==> config.mk <==
export PLATFORM = sky130hd
export DESIGN_NAME = dmem_access_ctrl
export DESIGN_NICKNAME = d
export VERILOG_FILES = /design/src/rtl/dmem_access_ctrl.sv
export SDC_FILE = /design/constraint.sdc
export NUM_CORES = 1
export LEC_CHECK = 0
export CAP_MARGIN = 20
export CORE_MARGIN = 2
export CORE_UTILIZATION = 45
export DETAILED_ROUTE_END_ITERATION = 8
export DONT_BUFFER_PORTS = 1
export GPL_TIMING_DRIVEN = 0
export SLEW_MARGIN = 15
export SYNTH_ARGS = -nofsm -noshare
export SYNTH_HDL_FRONTEND = slang
export SYNTH_SLANG_ARGS = --single-unit
==> constraint.sdc <==
create_clock -name clk_i -period 1.45 [get_ports clk_i]
set_input_delay 0.145 -clock clk_i [delete_from_list [all_inputs] [get_ports clk_i]]
set_output_delay 0.145 -clock clk_i [all_outputs]
set_load 0.02 [all_outputs]
==> src/rtl/dmem_access_ctrl.sv <==
// MEM-stage data-memory access controller: req/ack handshake with a variable-latency memory.
// Latency: an op enters ACCESS one cycle after it appears and is released in DONE, one cycle after ack or timeout.
// Backpressure: stall_o freezes the whole pipeline from the op's first cycle through its last ACCESS cycle.
module dmem_access_ctrl #(
    parameter int DATA_W  = 32,
    parameter int ADDR_W  = 32,
    parameter int TIMEOUT = 255
) (
    input  logic              clk_i,
    input  logic              rst_n_i,
    input  logic              MemRead_i,
    input  logic              MemWrite_i,
    input  logic [ADDR_W-1:0] addr_i,
    input  logic [DATA_W-1:0] wdata_i,
    output logic              stall_o,
    output logic [DATA_W-1:0] rdata_o,
    output logic              mem_req_o,
    output logic              mem_we_o,
    output logic [ADDR_W-1:0] mem_addr_o,
    output logic [DATA_W-1:0] mem_wdata_o,
    input  logic              mem_ack_i,
    input  logic [DATA_W-1:0] mem_rdata_i,
    output logic              err_o
);

    localparam int CNT_W = $clog2(TIMEOUT + 1);
    localparam logic [CNT_W-1:0] CNT_LAST = CNT_W'(TIMEOUT - 1);

    typedef enum logic [1:0] {
        IDLE,
        ACCESS,
        DONE
    } state_t;

    state_t              state_q, state_d;
    logic [CNT_W-1:0]    cnt_q, cnt_d;
    logic                we_q, we_d;
    logic [ADDR_W-1:0]   addr_q, addr_d;
    logic [DATA_W-1:0]   wdata_q, wdata_d;
    logic [DATA_W-1:0]   rdata_q, rdata_d;
    logic                err_q, err_d;
    logic                mem_op;

    assign mem_op = MemRead_i | MemWrite_i;

    always_comb begin
        state_d = state_q;
        cnt_d   = cnt_q;
        we_d    = we_q;
        addr_d  = addr_q;
        wdata_d = wdata_q;
        rdata_d = rdata_q;
        err_d   = err_q;
        case (state_q)
            IDLE: begin
                if (mem_op) begin
                    addr_d  = addr_i;
                    wdata_d = wdata_i;
                    we_d    = MemWrite_i;
                    cnt_d   = '0;
                    state_d = ACCESS;
                end
            end
            ACCESS: begin
                // An ack on the limit cycle takes priority over the timeout.
                if (mem_ack_i) begin
                    if (!we_q) begin
                        rdata_d = mem_rdata_i;
                    end
                    state_d = DONE;
                end else if (cnt_q == CNT_LAST) begin
                    err_d = 1'b1;
                    if (!we_q) begin
                        rdata_d = '0;
                    end
                    state_d = DONE;
                end else begin
                    cnt_d = cnt_q + CNT_W'(1);
                end
            end
            DONE: begin
                state_d = IDLE;
            end
            default: begin
                state_d = IDLE;
            end
        endcase
    end

    always_ff @(posedge clk_i or negedge rst_n_i) begin
        if (!rst_n_i) begin
            state_q <= IDLE;
            cnt_q   <= '0;
            we_q    <= 1'b0;
            addr_q  <= '0;
            wdata_q <= '0;
            rdata_q <= '0;
            err_q   <= 1'b0;
        end else begin
            state_q <= state_d;
            cnt_q   <= cnt_d;
            we_q    <= we_d;
            addr_q  <= addr_d;
            wdata_q <= wdata_d;
            rdata_q <= rdata_d;
            err_q   <= err_d;
        end
    end

    // Request is decoded from state so an async reset drops it without a clock edge.
    assign mem_req_o   = (state_q == ACCESS);
    assign stall_o     = ((state_q == IDLE) && mem_op) || (state_q == ACCESS);
    assign mem_we_o    = we_q;
    assign mem_addr_o  = addr_q;
    assign mem_wdata_o = wdata_q;
    assign rdata_o     = rdata_q;
    assign err_o       = err_q;

endmodule

==> results.yml, run 1 <==
clocking:
  cts_tree: "yes"
  clk-insertion-delay-late_ns: 0.36
  hold_buffers: 99
  root_buffer: "clkbuf_8"
  cts_sinks: 108
  cts.htree.levels: 3
  clk_path_buf_depth: 2
  path_clk_slew_ns: 0.11
  cts-buffers-inserted: 9
die:
  initial_core_util_pct: 45.85
  pin_count: 201
  chipHeight_um: 100.3
  die_w_um: 100.3
  dieArea_um2: 10070
  rows: 35
  core_um2: 9109
place:
  post-place-ws_ns: -0.1735
  routabilityCongestion: 0.7454
  io_buffers: 0
  dpl.hpwl_um: 6382
cells_and_area:
  syn_to_final_growth_pct: 39.01
  fill_cells: 703
  antenna-diode-count: 0
  final_util_pct: 63.74
  nets: 631
  layout-drive-gt1-share_pct: 12.76
sta:
  rsz0062_at_grt: "true"
  min_period_ns: 1.529
  slew_headroom_pct: 76.62
  hold_viol: 108
  finClkSkew_ns: 0.02241
  setup_viol: 36
  worst_pin_slew_ns: 0.3491
  timing.fmax_ghz: 0.6541
  fin_crit_sh_pct: 105.4
  slew_viol_final: 0
  hold_ws_ns: -0.5290
  worst_slack_ns: -0.07892
worst_setup_path:
  worstPathRequired_ns: 1.31
  path_max_fanout: 6
  critPathSlowestCell: "dfrtp_2"
  timing.reg2reg.setup_slack_ns: -0.08
  critPathArrivalTime_ns: 1.38
  critPathMaxStageDelay_ns: 0.48
  rr_startpoint: "cnt_q[0]"
  crit_family: "simple AND/OR/NAND/NOR gates"
  worstSetupPathType: "flop to output port"
  start_kind: "flop"
  crit_buf_inv: 0
  r2r_cells: 7
  timing.rr.end: "rdata_o[28]"
  crit_chain: "nor2b_4, nand2b_4"
  cp-end-kind: "output port"
pwr:
  p_int_w: 0.006689
  p_switching_w: 0.005454
  comb_power_share_pct: 28.5
  seq_power_share_pct: 57.6
  switching_share_pct: 44.91
  p_leak_nw: 2.926
  power.density_nw_per_um2: 2092
  clockPowerShare_pct: 13.9
  vdd_ir_drop_max_uv: 943.2
global_routing:
  grt_start_max_net_pins: 109
  first_global_vias: 3504
  antenna_found_initial: 0
  grt_pass1_wl_um: 16730
  track_usage_pct: 20.86
  grt_overflow: 0
synth:
  synth_edf_count: 0
  synth.area.top_cells: "dfrtp_1, nand2_1, a22o_1"
  yosysMostFrequentCell: "nand2_1"
  avgSynthCellArea_um2: 10.31
  synthCells: 405
  yosys.area.top_type: "dfrtp_1"
  ys_async_sr_fraction_pct: 100.0
  dominantRegCellSynth: "dfrtp_1"
  ys_types: 30
  yosysSeqAreaShare_pct: 64.71
  synthTopCellsByCount: "nand2_1, dfrtp_1, a22o_1"
  synth_seq_cells: 108
  syn_area_um2: 4177
  yosys_warnings: 0
  syn_nets: 508
  yosysTopAreaCellShare_pct: 64.71
routing:
  drc: 0
  via_per_inst: 5.242
  num_vias: 3376
  antenna_left: 0
  routed_wl_um: 10900
  drt_iter0_drc: 111
  wire_per_inst_um: 16.93
  dr.pass1.iters: 4
outcome:
  status: "complete, but fails checks"
  failed_checks: "negative hold slack, negative setup slack"
worst_hold_path:
  hold_class: "input pin to async pin"
flow_run:
  cap_violations: 0
## state kept, by name, indices dropped and copies added (netlist names)
| name | count |
|---|---|
| cnt_q | 8 |
| err_o | 1 |
| mem_addr_o | 32 |
| mem_wdata_o | 32 |
| mem_we_o | 1 |
| rdata_o | 32 |
| state_q | 2 |
## power groups by stage
stage	logic, W	registers, W	clock network [W]
floorplan	0.00215	0.00668	0
global placement	0.00254	0.00698	0
detailed placement	0.00269	0.00700	0
CTS	0.00324	0.00699	0.00175
global route	0.00392	0.00716	0.00189
finish	0.00346	0.00700	0.00168
## worst max path at each step
stage / end / slack, ns / startpoint / cells after the start
after floorplan: cnt_q[5] / -0.01 / cnt_q[0] / 6
after global placement: rdata_o[28] / -0.15 / cnt_q[0] / 7
after detailed placement: mem_wdata_o[16] / -0.17 / state_q[1] / 6
after CTS: stall_o / -0.09 / state_q[1] / 2
after global routing: stall_o / -0.15 / state_q[1] / 2
final: stall_o / -0.08 / state_q[1] / 2
## what timing repair did
| action | in CTS | in global routing |
|---|---|---|
| resized for setup | 40 | 22 |
| setup buffers | 3 | 7 |
| setup endpoints to repair | 102 | 99 |
| pin swaps | 3 | 7 |
| cloned | 3 | 1 |
| endpoints found under the hold margin | 206 | 108 |
## logic make-up after synthesis
family | share of synthesized area (%)
and+or+nand+nor | 21.12
adders and majority gates | 0.5991
AOI/OAI and AO/OA | 9.557
muxes | 0.5991
buffers and inverters | 3.205
xor gates and xnor gates | 0.2097
DFF | 64.71
## per-stage QoR
step           setup TNS [ns]  instance area, um2  power [W]  cells
5_1_grt                -3.437                5806    0.01296    644
2_1_floorplan        -0.02608                4184   0.008821    405
3_3_place_gp           -10.91                4323   0.009512    516
6_report               -1.568                5806    0.01214    644
3_5_place_dp           -13.10                4323   0.009697    516
4_1_cts                -1.910                5685    0.01198    637
## layout by cell type (no fill, tap or decap), types with 3 or more instances in the layout
| cell type | synthesis | layout |
|---|---|---|
| buf_6 | 3 | 16 |
| a22o_1 | 33 | 33 |
| buf_2 | 14 | 4 |
| nand3_1 | 8 | 7 |
| buf_4 | 0 | 10 |
| clkbuf_8 | 0 | 10 |
| nand2_1 | 194 | 194 |
| and3_4 | 0 | 4 |
| dfrtp_1 | 108 | 107 |
| nor3_1 | 3 | 3 |
| o21ai_0 | 3 | 3 |
| dlygate4sd3_1 | 0 | 99 |
| a211o_1 | 3 | 3 |
| inv_1 | 4 | 4 |
## cell type report
class | count | area [um2] | area share, %
plain buffers | 20 | 191.4 | 3.297
clock buffers | 12 | 145.1 | 2.500
clock inverters | 4 | 32.53 | 0.5603
inverters | 4 | 15.01 | 0.2586
multi-input cells | 272 | 1454 | 25.04
flip-flops and latches | 108 | 2704 | 46.57
well taps | 111 | 138.9 | 2.392
repair buffers | 113 | 1125 | 19.38
## metal layers
| metal | vias up | share of wire, % | track usage, % |
|---|---|---|---|
| met3 | 19 | 7.8 | 6.198 |
| met2 | 157 | 50 | 35.57 |
| met4 | 0 | 1.8 | 8.114 |
| met5 | - | 0 | 0 |
| li1 | 1563 | - | - |
| met1 | 1637 | 40 | 24.87 |
No activity file was read; power rests on OpenSTA's default activity.
==> inputs of run 2 (changes only) <==
- TNS_END_PERCENT: default -> 20
==> results.yml, run 2 (synthesis gave the netlist of run 1 again) <==
cells_and_area:
  final_cells: 643
  layout-drive-gt1-share_pct: 12.22
  final_util_pct: 63.28
  fin_area_um2: 5764
  syn_to_final_growth_pct: 38.02
  antenna-diode-count: 0
  layout_commonest_cell: "nand2_1"
  final_cell_mix: "nand2_1, dfrtp_1, dlygate4sd3_1"
  nets: 630
clocking:
  clk_path_buf_depth: 2
  path_clk_slew_ns: 0.11
  cts_tree: "yes"
  hold_buffers: 99
  cts-buffers-inserted: 9
  root_buffer: "clkbuf_8"
  cts.htree.levels: 3
  cts_sinks: 108
  clk-insertion-delay-late_ns: 0.36
die:
  pin_count: 201
  chipHeight_um: 100.3
  rows: 35
  core_um2: 9109
  initial_core_util_pct: 45.85
  die_w_um: 100.3
  dieArea_um2: 10070
place:
  io_buffers: 0
  dpl.hpwl_um: 6382
  routabilityCongestion: 0.7454
  place_area_um2: 4323
  post-place-ws_ns: -0.1735
  dp_cells: 516
worst_setup_path:
  worstSetupPathType: "flop to flop"
  timing.reg2reg.setup_slack_ns: -0.09
  start_kind: "flop"
  cp-end-kind: "flop"
  critPathArrivalTime_ns: 1.83
  worstPathRequired_ns: 1.74
  path_max_fanout: 10
routing:
  dr.pass1.iters: 5
  via_per_inst: 5.233
  num_vias: 3365
  antenna_left: 0
  drc: 0
  wire_per_inst_um: 16.83
  drt_iter0_drc: 116
  routed_wl_um: 10820
global_routing:
  track_usage_pct: 20.86
  grt_pass1_wl_um: 16730
  grt_overflow: 0
  antenna_found_initial: 0
  first_global_vias: 3505
  grt_start_max_net_pins: 109
sta:
  fin_tns_setup_ns: -1.732
  fin_crit_sh_pct: 106.2
  min_period_ns: 1.540
  timing.fmax_ghz: 0.6492
  finClkSkew_ns: 0.02436
  worst_slack_ns: -0.09027
  slew_headroom_pct: 72.14
  slew_viol_final: 0
  rsz0062_at_grt: "true"
  setup_viol: 36
  hold_ws_ns: -0.5273
  hold_viol: 108
  worst_pin_slew_ns: 0.4179
flow_run:
  cap_violations: 0
outcome:
  failed_checks: "negative hold slack, negative setup slack"
  status: "complete, but fails checks"
pwr:
  power.density_nw_per_um2: 2091
  p_leak_nw: 2.915
  vdd_ir_drop_max_uv: 971.0
worst_hold_path:
  hold_class: "input pin to async pin"
run 2: worst max-delay path, stage by stage (launching register included):
cell and delay, ns:
dfrtp_2 0.48, nor2b_4 0.31, and3_4 0.24, buf_6 0.13, buf_8 0.13, a22o_1 0.17
run 2: worst paths after layout:
| kind | from | cells past startpoint | to |
|---|---|---|---|
| min in group clk_i | MemRead_i | 4 | mem_addr_o[31] |
| worst min-delay path | rst_n_i | 0 | mem_wdata_o[20] |
| worst min register to register | cnt_q[7] | 1 | cnt_q[7] |
| worst max register to register | state_q[1] | 5 | rdata_o[5] |
| max in group asynchronous | rst_n_i | 0 | mem_wdata_o[4] |
| worst max-delay path | state_q[1] | 5 | rdata_o[5] |
run 2: layer usage:
metal | wire (um) | track usage (%) | vias to the layer above
li1 | - | - | 1559
met1 | 4315 | 24.83 | 1637
met2 | 5450 | 35.62 | 150
met3 | 863 | 6.198 | 19
met4 | 190 | 8.114 | 0
met5 | 0 | 0 | -
run 2: what timing repair did:
| action | 4_1_cts | 5_1_grt |
|---|---|---|
| pin swaps | 3 | 9 |
| buffers inserted | 3 | 6 |
| hold endpoints to repair | 206 | 108 |
| gates cloned | 3 | 0 |
| endpoints found under the setup margin | 102 | 97 |
| gates resized for setup | 38 | 18 |
run 2: cell type report:
cell class / instances / area, um2
Buffer: 21 / 182.7
Clock buffer: 12 / 145.1
Clock inverter: 4 / 32.53
Fill cell: 711 / 3344
Inverter: 4 / 15.01
Multi-Input combinational cell: 272 / 1450
Sequential cell: 108 / 2704
Tap cell: 111 / 138.9
Timing Repair Buffer: 111 / 1096
run 2: power breakdown:
group	leakage [nW]	switching, W	total, W	internal, W
Combinational	1.48	0.00178	0.00338	0.00160
Clock	0.0832	0.000998	0.00168	0.000685
Sequential	1.35	0.00265	0.00699	0.00434
Total	2.92	0.00543	0.0121	0.00662
run 2: per-stage QoR:
step / hold slack (ns) / total power [W]
after global placement: -0.1484 / 0.009512
after global routing: -0.5733 / 0.01288
after detailed placement: -0.1485 / 0.009697
after floorplan: -0.1506 / 0.008821
final: -0.5273 / 0.01206
after CTS: -0.5523 / 0.01198
==> inputs of run 3 (changes only) <==
- clock period: 1.45 -> 1.93 ns (I/O delays scaled with it)
==> results.yml, run 3 (synthesis gave the netlist of run 1 again) <==
sta:
  timing.fmax_ghz: 0.5595
  fin_crit_sh_pct: 92.61
  fin_tns_setup_ns: 0
  setup_viol: 0
  hold_viol: 108
  slew_viol_final: 0
  worst_pin_slew_ns: 0.4534
  rsz0062_at_grt: "false"
  hold_ws_ns: -0.4825
  slew_headroom_pct: 69.78
  min_period_ns: 1.787
  finClkSkew_ns: 0.01562
place:
  dpl.hpwl_um: 6387
  routabilityCongestion: 0.7680
  dp_cells: 516
  place_area_um2: 4315
  io_buffers: 0
routing:
  num_vias: 3264
  dr.pass1.iters: 4
  antenna_left: 0
  drc: 0
  routed_wl_um: 10580
  wire_per_inst_um: 16.77
  via_per_inst: 5.173
  drt_iter0_drc: 106
global_routing:
  grt_busiest_layer: "met2"
  grt_util_met3_pct: 6.267
  met2_usage_pct: 36.24
  antenna_found_initial: 0
  first_global_vias: 3384
  track_usage_pct: 20.98
  grtUsageMet1_pct: 24.99
  grt_overflow: 0
  grt_start_max_net_pins: 109
  grt_pass1_wl_um: 16500
pwr:
  power.density_nw_per_um2: 1592
  vdd_ir_drop_max_uv: 751.3
  p_leak_nw: 2.823
  p_total_w: 0.008745
outcome:
  failed_checks: "negative hold slack"
  status: "complete, but fails checks"
die:
  chipHeight_um: 100.3
  dieArea_um2: 10070
  die_w_um: 100.3
  rows: 35
  initial_core_util_pct: 45.85
  pin_count: 201
  core_um2: 9109
worst_setup_path:
  critPathSlowestCell: "dfrtp_1"
  critPathArrivalTime_ns: 1.59
  crit_buf_inv: 1
  worstSetupPathType: "flop to output port"
  cp-end-kind: "output port"
  start_kind: "flop"
  worstPathRequired_ns: 1.74
  crit_chain: "nor2_2, o21ai_2, buf_2, nand2b_1"
  crit_family: "flip-flops"
  path_max_fanout: 10
  critPathMaxStageDelay_ns: 0.45
clocking:
  postCtsSetupBuffers: 0
  path_clk_slew_ns: 0.11
  cts-buffers-inserted: 9
  clk_path_buf_depth: 2
  hold_buffers: 99
  root_buffer: "clkbuf_8"
  cts_tree: "yes"
  cts.htree.levels: 3
  cts_sinks: 108
  clk-insertion-delay-late_ns: 0.36
worst_hold_path:
  hold_class: "input pin to async pin"
cells_and_area:
  nets: 618
  final_cells: 631
  fin_area_um2: 5494
  final_cell_mix: "nand2_1, dfrtp_1, dlygate4sd3_1"
  syn_to_final_growth_pct: 31.55
  layout_commonest_cell: "nand2_1"
  final_util_pct: 60.32
  antenna-diode-count: 0
  layout-drive-gt1-share_pct: 8.269
flow_run:
  cap_violations: 0
[run 3: metrics by stage]
| stage | hold slack (ns) | setup slack (ns) |
|---|---|---|
| after floorplan | -0.1026 | 0.4492 |
| after global placement | -0.1006 | 0.3086 |
| after detailed placement | -0.1005 | 0.2785 |
| after CTS | -0.5071 | 0.009390 |
| after global routing | -0.5223 | 0.02375 |
| final | -0.4825 | 0.1425 |
[run 3: per-layer routing]
metal / up-vias / share of wire [%]
li1: 1535 / -
met1: 1556 / 40
met2: 154 / 50
met3: 19 / 8.2
met4: 0 / 2.1
met5: - / 0
[run 3: report_power, final]
| group | internal [W] | switching, W | leakage (nW) |
|---|---|---|---|
| registers | 0.00326 | 0.00200 | 1.35 |
| logic | 0.000959 | 0.00125 | 1.39 |
| clock network | 0.000491 | 0.000787 | 0.0886 |
| total | 0.00471 | 0.00404 | 2.82 |
[run 3: repair_timing]
| action | 4_1_cts | 5_1_grt |
|---|---|---|
| endpoints found under the hold margin | 206 | 108 |
| endpoints found under the setup margin | 1 | 1 |
| resized for setup | 1 | 1 |
[run 3: worst paths after layout]
kind,slack (ns),start,cells past startpoint,end
worst max-delay path,0.14,state_q[1],4,stall_o
worst min-delay path,-0.48,rst_n_i,0,mem_addr_o[20]
worst max register to register,0.22,state_q[1],5,rdata_o[2]
worst min register to register,0.55,cnt_q[7],1,cnt_q[7]
max in group asynchronous,2.25,rst_n_i,0,mem_addr_o[8]
min in group clk_i,0.08,mem_ack_i,2,err_o
[run 3: cell type report]
type | instances | area (um2)
Fill cell | 716 | 3615
Sequential cell | 108 | 2703
Multi-Input combinational cell | 272 | 1346
Timing Repair Buffer | 99 | 991.0
Tap cell | 111 | 138.9
Clock buffer | 9 | 123.9
Buffer | 21 | 118.9
Clock inverter | 7 | 57.56
Inverter | 4 | 15.01
